--- config.mk ---
export PLATFORM = sky130hd
export DESIGN_NAME = mem_stage
export DESIGN_NICKNAME = d
export VERILOG_FILES = /design/src/rtl/mem_stage_pkg.sv /design/src/rtl/mem_stage_load_extend.sv /design/src/rtl/mem_stage.sv
export SDC_FILE = /design/constraint.sdc
export NUM_CORES = 1
export LEC_CHECK = 0
export ABC_CLOCK_PERIOD_IN_PS = 8200
export BUFFER_PORTS_ARGS = -buffer_cell sky130_fd_sc_hd__buf_2
export CAP_MARGIN = 20
export CORE_MARGIN = 4
export CORE_UTILIZATION = 48
export DETAILED_ROUTE_END_ITERATION = 7
export MAX_ROUTING_LAYER = met4
export PLACE_DENSITY = 0.95
export SLEW_MARGIN = 30
export SYNTH_ARGS = -nofsm -noshare
export SYNTH_HDL_FRONTEND = slang
export SYNTH_SLANG_ARGS = --single-unit
--- constraint.sdc ---
create_clock -name clk_in -period 8.2 [get_ports clk_in]
set_clock_uncertainty 0.2 [all_clocks]
set_input_delay 0.41 -clock clk_in [delete_from_list [all_inputs] [get_ports clk_in]]
set_output_delay 0.41 -clock clk_in [all_outputs]
set_load 0.01 [all_outputs]
--- src/rtl/mem_stage_pkg.sv ---
// Shared encodings and constants for the MEM pipeline stage.
package mem_stage_pkg;

  localparam logic [1:0] WIDTH_BYTE = 2'b00;
  localparam logic [1:0] WIDTH_HALF = 2'b01;
  localparam logic [1:0] WIDTH_WORD = 2'b10;

  typedef enum logic [1:0] {
    IDLE = 2'd0,
    BUSY = 2'd1,
    DONE = 2'd2
  } state_t;

  localparam logic        rstEnable    = 1'b1;
  localparam logic        writeDisable = 1'b0;
  localparam logic [4:0]  regNOP       = 5'd0;
  localparam logic [31:0] ZERO32       = 32'h0;

endpackage

--- src/rtl/mem_stage_load_extend.sv ---
// Sign/zero extension of low-aligned load data; width 11 behaves as a word.
module load_extend
  import mem_stage_pkg::*;
(
  input  logic [1:0]  width,
  input  logic        sign_ext,
  input  logic [31:0] raw,
  output logic [31:0] result
);

  always_comb begin
    case (width)
      WIDTH_BYTE: result = {{24{sign_ext & raw[7]}}, raw[7:0]};
      WIDTH_HALF: result = {{16{sign_ext & raw[15]}}, raw[15:0]};
      default:    result = raw;
    endcase
  end

endmodule

--- src/rtl/mem_stage.sv ---
// MEM stage: ALU pass-through, or one memory-controller request per load/store
// with a stall held until the controller's completion pulse.
module mem_stage
  import mem_stage_pkg::*;
#(
  parameter int DATA_W    = 32,
  parameter int REG_IDX_W = 5
) (
  input  logic                 clk_in,
  input  logic                 rst_in,
  input  logic                 rdy_in,
  input  logic                 rdE_in,
  input  logic [REG_IDX_W-1:0] rdIdx_in,
  input  logic [DATA_W-1:0]    rdData_in,
  input  logic                 memLoad_in,
  input  logic                 memStore_in,
  input  logic [1:0]           memWidth_in,
  input  logic                 memSigned_in,
  input  logic [DATA_W-1:0]    memAddr_in,
  input  logic [DATA_W-1:0]    memData_in,
  output logic                 mcReq_out,
  output logic                 mcWrite_out,
  output logic [DATA_W-1:0]    mcAddr_out,
  output logic [1:0]           mcWidth_out,
  output logic [DATA_W-1:0]    mcData_out,
  input  logic                 mcDone_in,
  input  logic [DATA_W-1:0]    mcData_in,
  output logic                 rdE_out,
  output logic [REG_IDX_W-1:0] rdIdx_out,
  output logic [DATA_W-1:0]    rdData_out,
  output logic                 stallReq_out
);

  state_t            state, state_nxt;
  logic              mc_signed;
  logic [DATA_W-1:0] load_buf;
  logic [DATA_W-1:0] ext_data;
  logic              mem_op;

  assign mem_op = memLoad_in | memStore_in;

  load_extend u_ext (
    .width    (mcWidth_out),
    .sign_ext (mc_signed),
    .raw      (mcData_in),
    .result   (ext_data)
  );

  always_ff @(posedge clk_in or posedge rst_in) begin
    if (rst_in) begin
      state       <= IDLE;
      mcReq_out   <= 1'b0;
      mcWrite_out <= 1'b0;
      mcAddr_out  <= '0;
      mcWidth_out <= WIDTH_BYTE;
      mcData_out  <= '0;
      mc_signed   <= 1'b0;
      load_buf    <= '0;
    end else if (rdy_in) begin
      state <= state_nxt;
      case (state)
        IDLE: if (mem_op) begin
          mcReq_out   <= 1'b1;
          mcWrite_out <= memStore_in;
          mcAddr_out  <= memAddr_in;
          // Illegal width 11 is forwarded as a word access.
          mcWidth_out <= (memWidth_in == 2'b11) ? WIDTH_WORD : memWidth_in;
          mcData_out  <= memData_in;
          mc_signed   <= memSigned_in;
        end
        BUSY: if (mcDone_in) begin
          load_buf  <= ext_data;
          mcReq_out <= 1'b0;
        end
        default: ;
      endcase
    end
  end

  always_comb begin
    state_nxt = state;
    case (state)
      IDLE:    if (mem_op) state_nxt = BUSY;
      BUSY:    if (mcDone_in) state_nxt = DONE;
      default: state_nxt = IDLE;
    endcase
  end

  // Outputs are forced to a bubble while reset is asserted, independent of inputs.
  always_comb begin
    stallReq_out = 1'b0;
    rdE_out      = writeDisable;
    rdIdx_out    = regNOP;
    rdData_out   = ZERO32;
    if (!rst_in) begin
      case (state)
        IDLE: begin
          if (mem_op) begin
            stallReq_out = 1'b1;
          end else begin
            rdE_out    = rdE_in;
            rdIdx_out  = rdIdx_in;
            rdData_out = rdData_in;
          end
        end
        BUSY: stallReq_out = 1'b1;
        default: begin
          if (!mcWrite_out) begin
            rdE_out    = rdE_in;
            rdIdx_out  = rdIdx_in;
            rdData_out = load_buf;
          end
        end
      endcase
    end
  end

endmodule

==> results.toml <==
[synth]
yosys_warnings = 0
async_flop_share = 1.00
synth_compound_gate_area_share = 0.0637
yosys-top-cells-area = "dfrtp_1, mux2_2, mux2i_1"
ys_seq_elements = 103
yosys.area_share.adder = 0
syn_avg_cell_area_um2 = 11.5
synth_mux_area_frac = 0.245
syn-num-nets = 544
synth.distinct_cells = 23
netlist_area_um2 = 4620
synth_cells = 401
synth_edf_count = 0
yosysTopAreaCell = "dfrtp_1"
synthSimpleGateAreaFrac = 0.0962
yosys-top-cells-count = "dfrtp_1, mux2_2, nor2_1"
yosys.area.top_type_share = 0.558
synth_top_family_by_area = "multiplexers"
synth.most_common_cell = "dfrtp_1"
ys_seq_area_frac = 0.558
ys.flop_type = "dfrtp_1"
synthXorXnorAreaFrac = 0

[cells_and_area]
antenna_cells = 0
final_cell_area_um2 = 6160
final-instance-count-excl-fill = 773
fin_nets = 782
syn_to_final_growth_pct = 33.3
final_layout_size_suffix_gt1_frac = 0.534
fillers = 724

[placed_design]
detailedPlace.worstSlack_ns = 5.57
dp_hpwl_mm = 9.28
dp.cells = 755
io_buffers = 249
placed_cell_area_um2 = 5930
place.gp.congestion = 0.857

[detailed_routing]
firstDrtPassIters = 4
dr_total_vias = 3844
via_per_inst = 4.97
drc = 0
ant_nets = 0
drt_iter0_drc = 197
drt_wl_total_mm = 12.4
routedWlPerCell_um = 16.0

[critical_path]
crit_arrival_ns = 2.24
crit_type = "input port to output pin"
cp_top_family = "buffers and inverters"
path_buf_inv = 5
critical-path-max-stage-delay_ns = 0.54
path_max_fanout = 48
slowest_stage = "dlygate4sd3_1"
crit_required_ns = 7.59
startpoint_type = "input port"
crit_chain = "dlygate4sd3_1 -> buf_2 -> inv_4 -> o21ai_2 -> buf_4 -> nor2_1 -> buf_2"
end_kind = "output pin"
cpMostUsedCell = "buf_2"

[power_and_ir_drop]
p_int_mw = 1.32
p_sw_uw = 750
switching_share = 0.362
seqPwrFrac = 0.450
clock_power_share = 0.155
peakVddDrop_mv = 0.194
p_per_area_nw_per_um2 = 337
combPwrFrac = 0.395
p_leak_nw = 3.16

[clocking]
clockBufferDepth = 2
cts.reportedPaths.clkPinSlew_ns = 0.10
cts.sinks = 103
htree_levels = 3
root_buffer = "clkbuf_8"
cts_tree = "built"
cts_resized = 0
numCtsBuffers = 9
clock_latency_ns = 0.35

[global_routing]
antenna_found_initial = 0
grt_usage = 0.224
first_global_vias = 4098
grt_overflow = 0
grt_max_degree = 70
grt_pass1_wl_mm = 19.7

[timing]
rsz0062_at_grt = "false"
hold_violations = 0
setup_viol = 0
max_freq_mhz = 351
period_share = 0.347
relSlewSlack = 0.368
worst_slack_ns = 5.35
slew_viol_final = 0
period_minus_slack_ns = 2.85
worst_pin_slew_ns = 0.936
finalSetupTns_ns = 0

[floorplan]
fp-row-count = 35
start_util = 0.498
core-area_um2 = 9280
die-area_um2 = 11300
ioPinCount = 250
die_x_um = 106
die_h_um = 106

[status]
status = "finished, final reports clean"

[hold_path]
hold_path_class = "input port to register"

[job]
max-cap-violations = 0
## placed cells by master, fill, tap and decap left out, types with 2 or more instances in the layout
cell      count
nor2b_1       2
a21oi_1      32
clkbuf_8      9
inv_6         3
inv_1         7
o21ai_0      11
o21a_1        8
nand2_1      41
mux2_4        9
mux2_2       60
nand3b_1      2
buf_4         4
dfrtp_1     102
mux2i_1      32
nor2_1       55
buf_2       249
## worst paths after layout
kind | start | to | slack [ns] | cells past startpoint
max in group asynchronous | rst_in | mcAddr_out[31] | 6.17 | 4
setup / recovery | rst_in | rdData_out[24] | 5.35 | 7
hold reg to reg | load_buf[14] | load_buf[14] | 0.28 | 2
hold / removal | mcData_in[6] | load_buf[6] | 0.05 | 3
min in group asynchronous | rst_in | mcData_out[29] | 0.50 | 3
setup reg to reg | state[1] | mcAddr_out[4] | 5.74 | 5
## cell families after synthesis
group / count (synthesis)
multiplexers: 101
flip-flops: 103
buffers and inverters: 36
AO/OA/AOI/OAI: 54
AND/OR/NAND/NOR: 107
## worst min-delay path, stage by stage
cell     delay, ns
buf_2         0.08
nand2_1       0.04
nand2_1       0.05
## stage by stage
step	hold WS [ns]	utilization	power [mW]
2_1_floorplan	0.238	-	1.42
3_3_place_gp	0.252	0.638	1.70
3_5_place_dp	0.264	0.638	1.77
4_1_cts	0.0225	0.661	2.09
5_1_grt	0.0305	0.663	2.22
6_report	0.0473	0.663	2.07
## layout make-up
class	count	area, um2	area share
Clock buffer	9	124	0.0201
Multi-Input combinational cell	262	1880	0.305
Sequential cell	103	2580	0.419
Timing Repair Buffer	255	1310	0.212
Tap cell	129	161	0.0262
Inverter	8	32.5	0.00528
Clock inverter	7	77.6	0.0126
## power by group through the flow
stage                     clock network, mW  logic (mW)  registers, mW
after floorplan                           0       0.454          0.970
after global placement                    0       0.785          0.919
after detailed placement                  0       0.827          0.940
after CTS                             0.333       0.828          0.933
after global routing                  0.359       0.896          0.966
final                                 0.321       0.820          0.933
## per-layer routing
| layer | wire length (um) | up-vias | track usage | part of all wire |
|---|---|---|---|---|
| li1 | - | 1834 | - | - |
| met1 | 4880 | 1816 | 0.263 | 0.39 |
| met2 | 6470 | 170 | 0.381 | 0.52 |
| met3 | 814 | 24 | 0.0492 | 0.066 |
| met4 | 242 | 0 | 0.0786 | 0.020 |
| met5 | 0 | - | - | 0 |
## state kept, by name, indices dropped and copies added, names as in the netlist
name	cells
mcReq_out	1
mcWidth_out	2
mcData_out	32
mc_signed	1
load_buf	32
mcWrite_out	1
state	2
mcAddr_out	32
## timing repair
item / CTS / global route
hold endpoints to repair: 46 / 0
hold buffers: 1 / 0
setup buffers: 0 / 0
Power figures use the tool's default switching activity.
